### config.mk
export PLATFORM = sky130hd
export DESIGN_NAME = stack_engine
export DESIGN_NICKNAME = d
export VERILOG_FILES = /design/src/rtl/stack_pkg.sv /design/src/rtl/stack_alu.sv /design/src/rtl/stack_engine.sv
export SDC_FILE = /design/constraint.sdc
export NUM_CORES = 1
export LEC_CHECK = 0
export CORE_MARGIN = 2
export CORE_UTILIZATION = 42
export CTS_BUF_LIST = sky130_fd_sc_hd__clkbuf_4 sky130_fd_sc_hd__clkbuf_8 sky130_fd_sc_hd__clkbuf_16
export DETAILED_ROUTE_END_ITERATION = 16
export SETUP_SLACK_MARGIN = 0.02
export SLEW_MARGIN = 20
export SYNTH_ARGS = -nofsm -noshare
export SYNTH_HDL_FRONTEND = slang
export SYNTH_SLANG_ARGS = --single-unit
### constraint.sdc
create_clock -name clk -period 4.85 [get_ports clk]
set_clock_uncertainty 0.05 [all_clocks]
set_input_delay 0.7275 -clock clk [delete_from_list [all_inputs] [get_ports clk]]
set_output_delay 0.7275 -clock clk [all_outputs]
set_load 0.03 [all_outputs]
### src/rtl/stack_pkg.sv
// Shared opcode and ALU-function encodings for the
// stack engine and its helpers.
package stack_pkg;

  typedef enum logic [2:0] {
    CMD_NOP      = 3'd0,
    CMD_PUSH     = 3'd1,
    CMD_POP      = 3'd2,
    CMD_MATH     = 3'd3,
    CMD_SWAP     = 3'd4,
    CMD_CUR_PREV = 3'd5,
    CMD_CUR_NEXT = 3'd6,
    CMD_CLEAR    = 3'd7
  } cmd_e;

  typedef enum logic [1:0] {
    MATH_ADD = 2'd0,
    MATH_SUB = 2'd1,
    MATH_AND = 2'd2,
    MATH_XOR = 2'd3
  } math_e;

endpackage

### src/rtl/stack_alu.sv
// Combinational two-operand ALU: r = a OP b,
// arithmetic wraps modulo 2^WIDTH.
import stack_pkg::*;

module stack_alu #(
  parameter int WIDTH = 4
) (
  input  logic [WIDTH-1:0] a,
  input  logic [WIDTH-1:0] b,
  input  logic [1:0]       math_sel,
  output logic [WIDTH-1:0] r
);

  math_e op;
  assign op = math_e'(math_sel);

  always_comb begin
    r = '0;
    unique case (op)
      MATH_ADD: r = a + b;
      MATH_SUB: r = a - b;
      MATH_AND: r = a & b;
      MATH_XOR: r = a ^ b;
      default:  r = '0;
    endcase
  end

endmodule

### src/rtl/stack_engine.sv
// LIFO stack with built-in ALU, peek cursor and
// registered pop/err pulses; one command per cycle.
import stack_pkg::*;

module stack_engine #(
  parameter int WIDTH = 4,
  parameter int DEPTH = 8,
  parameter int CW    = $clog2(DEPTH+1)
) (
  input  logic             clk,
  input  logic             rst_n,
  input  logic             cmd_valid,
  input  logic [2:0]       cmd,
  input  logic [1:0]       math_sel,
  input  logic [WIDTH-1:0] push_data,
  output logic [WIDTH-1:0] top,
  output logic [WIDTH-1:0] second,
  output logic [WIDTH-1:0] peek,
  output logic [CW-1:0]    cursor,
  output logic [CW-1:0]    count,
  output logic             full,
  output logic             empty,
  output logic             pop_valid,
  output logic [WIDTH-1:0] pop_data,
  output logic             err
);

  localparam int AW = $clog2(DEPTH);

  logic [WIDTH-1:0] mem_q [DEPTH];
  logic [CW-1:0]    count_q, count_d;
  logic [CW-1:0]    cursor_q, cursor_d;
  logic             pop_valid_q, pop_valid_d;
  logic [WIDTH-1:0] pop_data_q, pop_data_d;
  logic             err_q, err_d;

  logic [AW-1:0]    top_idx, sec_idx, cur_idx;
  logic [WIDTH-1:0] alu_r;
  logic             has2;

  logic             wr0_en, wr1_en;
  logic [AW-1:0]    wr0_idx, wr1_idx;
  logic [WIDTH-1:0] wr0_data, wr1_data;

  cmd_e op;
  assign op = cmd_e'(cmd);

  assign top_idx = AW'(count_q - CW'(1));
  assign sec_idx = AW'(count_q - CW'(2));
  assign cur_idx = AW'(cursor_q);
  assign has2    = (count_q >= CW'(2));

  // Gating by count hides stale entries left behind by CLEAR.
  assign empty  = (count_q == '0);
  assign full   = (count_q == CW'(DEPTH));
  assign top    = empty ? '0 : mem_q[top_idx];
  assign second = has2  ? mem_q[sec_idx] : '0;
  assign peek   = empty ? '0 : mem_q[cur_idx];

  assign cursor    = cursor_q;
  assign count     = count_q;
  assign pop_valid = pop_valid_q;
  assign pop_data  = pop_data_q;
  assign err       = err_q;

  stack_alu #(
    .WIDTH(WIDTH)
  ) u_alu (
    .a       (second),
    .b       (top),
    .math_sel(math_sel),
    .r       (alu_r)
  );

  always_comb begin
    count_d     = count_q;
    cursor_d    = cursor_q;
    pop_valid_d = 1'b0;
    pop_data_d  = pop_data_q;
    err_d       = 1'b0;
    wr0_en      = 1'b0;
    wr0_idx     = top_idx;
    wr0_data    = push_data;
    wr1_en      = 1'b0;
    wr1_idx     = sec_idx;
    wr1_data    = top;
    if (cmd_valid) begin
      unique case (op)
        CMD_PUSH: begin
          if (full) begin
            err_d = 1'b1;
          end else begin
            wr0_en   = 1'b1;
            wr0_idx  = AW'(count_q);
            wr0_data = push_data;
            count_d  = count_q + CW'(1);
          end
        end
        CMD_POP: begin
          if (empty) begin
            err_d = 1'b1;
          end else begin
            pop_data_d  = top;
            pop_valid_d = 1'b1;
            count_d     = count_q - CW'(1);
          end
        end
        CMD_MATH: begin
          if (!has2) begin
            err_d = 1'b1;
          end else begin
            wr1_en   = 1'b1;
            wr1_data = alu_r;
            count_d  = count_q - CW'(1);
          end
        end
        CMD_SWAP: begin
          if (!has2) begin
            err_d = 1'b1;
          end else begin
            wr0_en   = 1'b1;
            wr0_data = second;
            wr1_en   = 1'b1;
            wr1_data = top;
          end
        end
        CMD_CUR_PREV: begin
          if (cursor_q != '0)
            cursor_d = cursor_q - CW'(1);
        end
        CMD_CUR_NEXT: begin
          if (!empty && cursor_q < top_idx_cw())
            cursor_d = cursor_q + CW'(1);
        end
        CMD_CLEAR: begin
          count_d  = '0;
          cursor_d = '0;
        end
        default: ;
      endcase
    end
    // Keep the cursor inside the occupied range after any shrink.
    if (count_d == '0)
      cursor_d = '0;
    else if (cursor_d > count_d - CW'(1))
      cursor_d = count_d - CW'(1);
  end

  function automatic logic [CW-1:0] top_idx_cw();
    return count_q - CW'(1);
  endfunction

  always_ff @(posedge clk or negedge rst_n) begin
    if (!rst_n) begin
      count_q     <= '0;
      cursor_q    <= '0;
      pop_valid_q <= 1'b0;
      pop_data_q  <= '0;
      err_q       <= 1'b0;
      for (int i = 0; i < DEPTH; i++)
        mem_q[i] <= '0;
    end else begin
      count_q     <= count_d;
      cursor_q    <= cursor_d;
      pop_valid_q <= pop_valid_d;
      pop_data_q  <= pop_data_d;
      err_q       <= err_d;
      if (wr0_en)
        mem_q[wr0_idx] <= wr0_data;
      if (wr1_en)
        mem_q[wr1_idx] <= wr1_data;
    end
  end

endmodule

## Yosys cells after proc, flatten, opt, wreduce, memory -nomap -nowiden

Index checks and enable logic that the tools add are counted.

- Reductions and logical operators: 10
- Add/sub/neg operators: 8
- Muxes and demuxes: 55
- Equal/unequal tests: 11
- Bitwise operators: 7
- $lt $le $gt $ge: 9

Operators by type and width:

| operator | count |
|---|---|
| $mux 4 | 26 |
| $bwmux 32 | 2 |
| $mux 32 | 2 |
| $bmux 4 s3 | 3 |
| $pmux 4 s4 | 2 |
| $demux 4 s3 | 2 |
| $ge 4x4->1 const B | 4 |
| $not 3->4 | 4 |
| $eq 3x3->1 const B | 4 |
| $mux 1 | 12 |
| $pmux 4 s3 | 1 |
| $sub 4x1->4 const B | 3 |
| $mux 3 | 3 |
| $add 4x1->4 const B | 2 |
| $logic_not 4->1 | 2 |
| $lt 4x1->1 const B | 2 |
| $eq 3x2->1 const B | 2 |
| $add 4x4->4 | 1 |
| $and 4x4->4 | 1 |
| $eq 2x2->1 const B | 2 |
| $eq 4x4->1 const B | 1 |
| $ge 4x2->1 const B | 1 |
| $gt 4x4->1 | 1 |
| $lt 4x4->1 | 1 |
| other kinds (14) | 16 |

- Register bits after elaboration: 46
- Output and inout port bits: 28

## Longest topological paths before layout

- Word-level depth: 13
- Mapped depth: 21

## Modules after synthesis

Synthesis repeated with hierarchy kept, for this count alone.

- Cells, all modules: 453
- Area total of the unflattened synthesis: 4529.3 µm²

Modules (own cells, without submodules):

| module | times used | cells an instance | area an instance (µm²) | seq. area each (µm²) |
|---|---|---|---|---|
| stack_engine | 1 | 413 | 4195.3 | 1151.1 |
| stack_alu | 1 | 40 | 334.1 | 0.0 |

## Least setup slack after synthesis

OpenSTA, ideal clock, no wires.

- Path kind: register -> register
- Start: register count_q[0], in the netlist count[0]
- End: register mem_q[31] (netlist bit)
- Arrival: 4.198 ns
- Cell stages (with the launch flop): 18
- Path buffers: 3
- Setup slack: 0.456 ns
- Period minus slack after synthesis: 4.394 ns
- Cells stage by stage: dfrtp_1 > buf_6 > buf_4 > inv_1 > ha_1 > buf_2 > mux4_2 > a22o_2 > inv_1 > ha_1 > mux2i_1 > ha_1 > a21o_1 > a21oi_1 > xnor2_2 > xnor2_2 > xnor2_4 > a31oi_1

- Cells in the longest elaborated chain, start to end: 13
- Elaborated cells between the ends (all ways): 50
- Classes of those cells: add/sub: 4; order compare: 5; eq/ne: 1; mux: 32; bitwise: 5; reduce/logical: 3

RTL lines:

| item | line | source |
|---|---|---|
| start, declared | stack_engine.sv:31 | `logic [CW-1:0] count_q, count_d;` |
| start signal, assigned | stack_engine.sv:163 | `count_q <= count_d;` |
| $sub 4x1->4 | - |  |
| $not 3->4 (not written as such) | stack_engine.sv:56 | `assign top = empty ? '0 : mem_q[top_idx];` |
| $bmux 4 s3 | stack_engine.sv:56 |  |
| $mux 4 (not written as such) (2 in a row) | stack_engine.sv:56 |  |
| $mux 4 (*) | stack_engine.sv:56 |  |
| via top[1] | stack_engine.sv:16 | `output logic [WIDTH-1:0] top,` |
| $sub 4x4->4 / $add 4x4->4 (equally long branches) | stack_alu.sv:21, stack_alu.sv:20 |  |
| $pmux 4 s4 (*) | stack_alu.sv:19 | `unique case (op)` |
| $mux 4 (*) | stack_engine.sv:109 | `if (!has2) begin` |
| $mux 4 (*) | - |  |
| $mux 4 (*) | stack_engine.sv:87 | `if (cmd_valid) begin` |
| $bwmux 32 (*) | stack_engine.sv:171 | `mem_q[wr1_idx] <= wr1_data;` |
| $mux 32 (*) | stack_engine.sv:170 | `if (wr1_en)` |
| end signal, assigned by index | stack_engine.sv:169 | `mem_q[wr0_idx] <= wr0_data;` |
| end signal, assigned by index | stack_engine.sv:171 |  |
| end, declared | stack_engine.sv:30 | `logic [WIDTH-1:0] mem_q [DEPTH];` |

Mark *: on every way through the listed nets, which the timed path passes. The rest lies on a longest branch. The select of a mux whose other input is x is not followed.
A chain may end at the register's enable or synchronous reset.

## Final worst setup path

- Start: input port cmd[0]
- End: register cursor_q[1], in the netlist cursor[1]

- Cells in the longest elaborated chain, start to end: 7
- Elaborated cells between the ends (all ways): 15
- Classes of those cells: add/sub: 1; order compare: 1; eq/ne: 6; mux: 6; reduce/logical: 1

RTL lines:

| item | line | source |
|---|---|---|
| start, declared | stack_engine.sv:13 | `input logic [2:0] cmd,` |
| $eq 3x3->1, or another cell as far along | stack_engine.sv:88 | `unique case (op)` |
| $pmux 4 s4 | stack_engine.sv:88 |  |
| $mux 4 | stack_engine.sv:87 |  |
| $sub 4x1->4 | stack_engine.sv:145, stack_engine.sv:146 |  |
| $gt 4x4->1 | stack_engine.sv:145 | `else if (cursor_d > count_d - CW'(1))` |
| $mux 4 | stack_engine.sv:145 |  |
| $mux 4 (*) | stack_engine.sv:143 | `if (count_d == '0)` |
| via cursor_d[1] | stack_engine.sv:32 | `logic [CW-1:0] cursor_q, cursor_d;` |
| end signal, assigned | stack_engine.sv:164 | `cursor_q <= cursor_d;` |
| end, declared | stack_engine.sv:32 |  |

Mark *: on every way through the listed nets, which the timed path passes. The rest lies on a longest branch.

==> flow_summary.toml <==
[layout]
most-common-layout-cells = "nand2_1 (60), dfrtp_1 (46), clkdlybuf4s50_1 (38)"
antenna_cells = 0
drive_above_1_share = 0.186
layout.nets = 555
post_layout_nonfiller_instances = 656
layout_commonest_cell = "nand2_1"
final_cell_area_um2 = 5190
syn_to_final_growth_pct = 13.3

[sta]
period_share = 0.907
relSlewSlack = 0.318
grt_setup_unrepaired = "no"
hold_violations = 0
drv_slew = 0
worstMarginPinSlew_ps = 1020
setup_viol = 0
timing.hold.ws_ps = 355
setup_tns_ps = 0
fin_crit_ps = 4400
fmax_ghz = 0.227

[worst_setup_path]
cp_cell_sequence = "clkdlybuf4s50_1 > nor3b_2 > o21ai_0 > a211o_1 > a221o_1 > ha_1 > xor2_1 > inv_1 > ha_1 > o21ai_0 > nand2b_1 > a21oi_1 > a41oi_1 > a211oi_1 > a211oi_1"
path_delay_family = "compound AO/OA/AOI/OAI gates"
worstPathArrival_ps = 4580
worst_path_max_delay_cell = "clkdlybuf4s50_1"
cp_num_buf_inv = 2
cpPeakStageDelay_ps = 800
start_kind = "input port"
endpoint_kind = "flip-flop"
required_ps = 5030
crit_fanout = 15
critPathKind = "input port to flip-flop"

[clocking]
ctsLongestPathBuffers = 2
cts-resized-gates = 0
cts.clk_slew.worst_paths_ps = 100
cts_sinks = 46
clk_latency_ps = 320
cts_max_level = 2
root_buffer = "clkbuf_8"
post_cts_buffers = 0
holdBufCountCts = 0
cts_tree = "done"
cts_buffers = 5

[pwr]
p_leak_nw = 2.14
vdd_drop_max_v = 0.000682
power_density_nw_per_um2 = 641

[place]
dpl.hpwl_mm = 9.74
placed_cells = 648
port_buffers = 39
place.gp.congestion = 0.916
place_area_um2 = 5090

[global_route]
grt_max_degree = 30
grt_pass1_vias = 3821
antenna_found_initial = 0
use_met2 = 0.360
grt.total_usage = 0.236
overflow = 0
met1_usage = 0.347
busiest_layer = "met2"
grtUsageMet3 = 0.0356
grt_pass1_wl_mm = 21.3

[drt]
wl_per_cell_um = 20.2
drt_first_pass_iters = 5
viasPerCell = 6.05
wirelength_mm = 13.3
num_vias = 3969
first_iter_violations = 300
ant_nets = 0
drc_errors = 0

[logic_synthesis]
synthesis.area_per_instance_um2 = 9.50
synth.yosys.seq_area_share = 0.251
synthesis.nets = 522
syn_inst = 482
ys_types = 79
synth-warning-count = 0
synth_area_um2 = 4580
ys.flop_type = "dfrtp_1"
async_flop_share = 1.00
synth_seq_cells = 46
synth_edf_count = 0

[flow_run]
drv_cap = 0

[die]
dieArea_um2 = 11800
initial_core_util = 0.426
ios = 40
die_h_um = 108
die-width_um = 108
rows = 38
core-area_um2 = 10700

[run_status]
outcome = "complete, no violations"

[hold_path]
hp-class = "input port to async pin"
[worst paths after layout]
check                         endpoint        start  slack (ps)  depth (start not counted)
max                          cursor[1]       cmd[0]         450                         15
min                          cursor[2]        rst_n         350                          1
max reg2reg                  mem_q[31]     count[0]         560                         16
min reg2reg                pop_data[3]  pop_data[3]         430                          2
max in group asynchronous    mem_q[29]        rst_n        3850                          2
min in group clk           pop_data[3]  pop_data[3]         430                          2
[cell families (layout without fill, tap and decap cells)]
kind of cell / after synthesis / after routing / synth area share
AND/OR/NAND/NOR: 159 / 159 / 0.182
XOR/XNOR: 9 / 9 / 0.0303
buffers and inverters: 46 / 80 / 0.0495
multiplexers: 74 / 74 / 0.227
adder cells (fa/ha/maj): 28 / 28 / 0.0781
AO/OA/AOI/OAI: 120 / 120 / 0.182
flip-flops: 46 / 46 / 0.251
[stage by stage]
stage	utilization	power, mW	setup slack, ps
after floorplan	-	2.42	456
after global placement	0.472	3.02	340
after detailed placement	0.474	3.05	159
after CTS	0.483	3.32	460
after global routing	0.483	3.57	179
final	0.483	3.33	450
[synthesized netlist by cell type (3+ instances only)]
cell type,count,share of area
buf_2,6,0.0066
mux2_2,20,0.049
nor3_1,6,0.0066
a211oi_1,8,0.013
o21a_1,3,0.0049
ha_1,27,0.074
buf_4,5,0.0082
mux4_2,20,0.098
nor2_1,23,0.019
nand2_1,60,0.049
nand3_1,13,0.014
buf_6,3,0.0074
o21ai_1,18,0.020
a31oi_1,11,0.015
nor2b_1,13,0.018
a21oi_1,20,0.022
a21o_1,3,0.0049
dfrtp_1,46,0.25
nor2_2,4,0.0055
mux2_1,4,0.0098
and3_1,3,0.0041
nor3b_2,4,0.011
mux2i_1,28,0.061
clkbuf_1,8,0.0066
nand4_1,5,0.0068
o211ai_1,3,0.0049
nand2b_1,5,0.0068
xnor2_2,3,0.011
inv_1,20,0.016
and2_1,9,0.012
o21ai_0,19,0.021
[sequential cells by signal, summed over array words and instances, names as in the netlist]
name       cells
mem_q         32
count          4
cursor         4
pop_data       4
err            1
pop_valid      1
[routing by layer]
metal | vias to the layer above | part of all wire
met5 | - | 0
met4 | 0 | 0.019
met3 | 21 | 0.080
met2 | 189 | 0.44
met1 | 1908 | 0.46
li1 | 1851 | -
[power breakdown]
| group | internal, mW | switching, mW | leakage, nW |
|---|---|---|---|
| combinational | 1.04 | 1.36 | 1.49 |
| sequential | 0.524 | 0.148 | 0.605 |
| clock | 0.105 | 0.157 | 0.0447 |
[layout make-up]
| type | instances | area [um2] |
|---|---|---|
| well taps | 140 | 175 |
| inverters | 23 | 91.3 |
| multi-input cells | 390 | 3200 |
| flip-flops and latches | 46 | 1150 |
| repair buffers | 49 | 473 |
| clock inverters | 3 | 25.0 |
| fillers | 1042 | 5560 |
| clock buffers | 5 | 68.8 |
(Power assumes the default switching activity.)
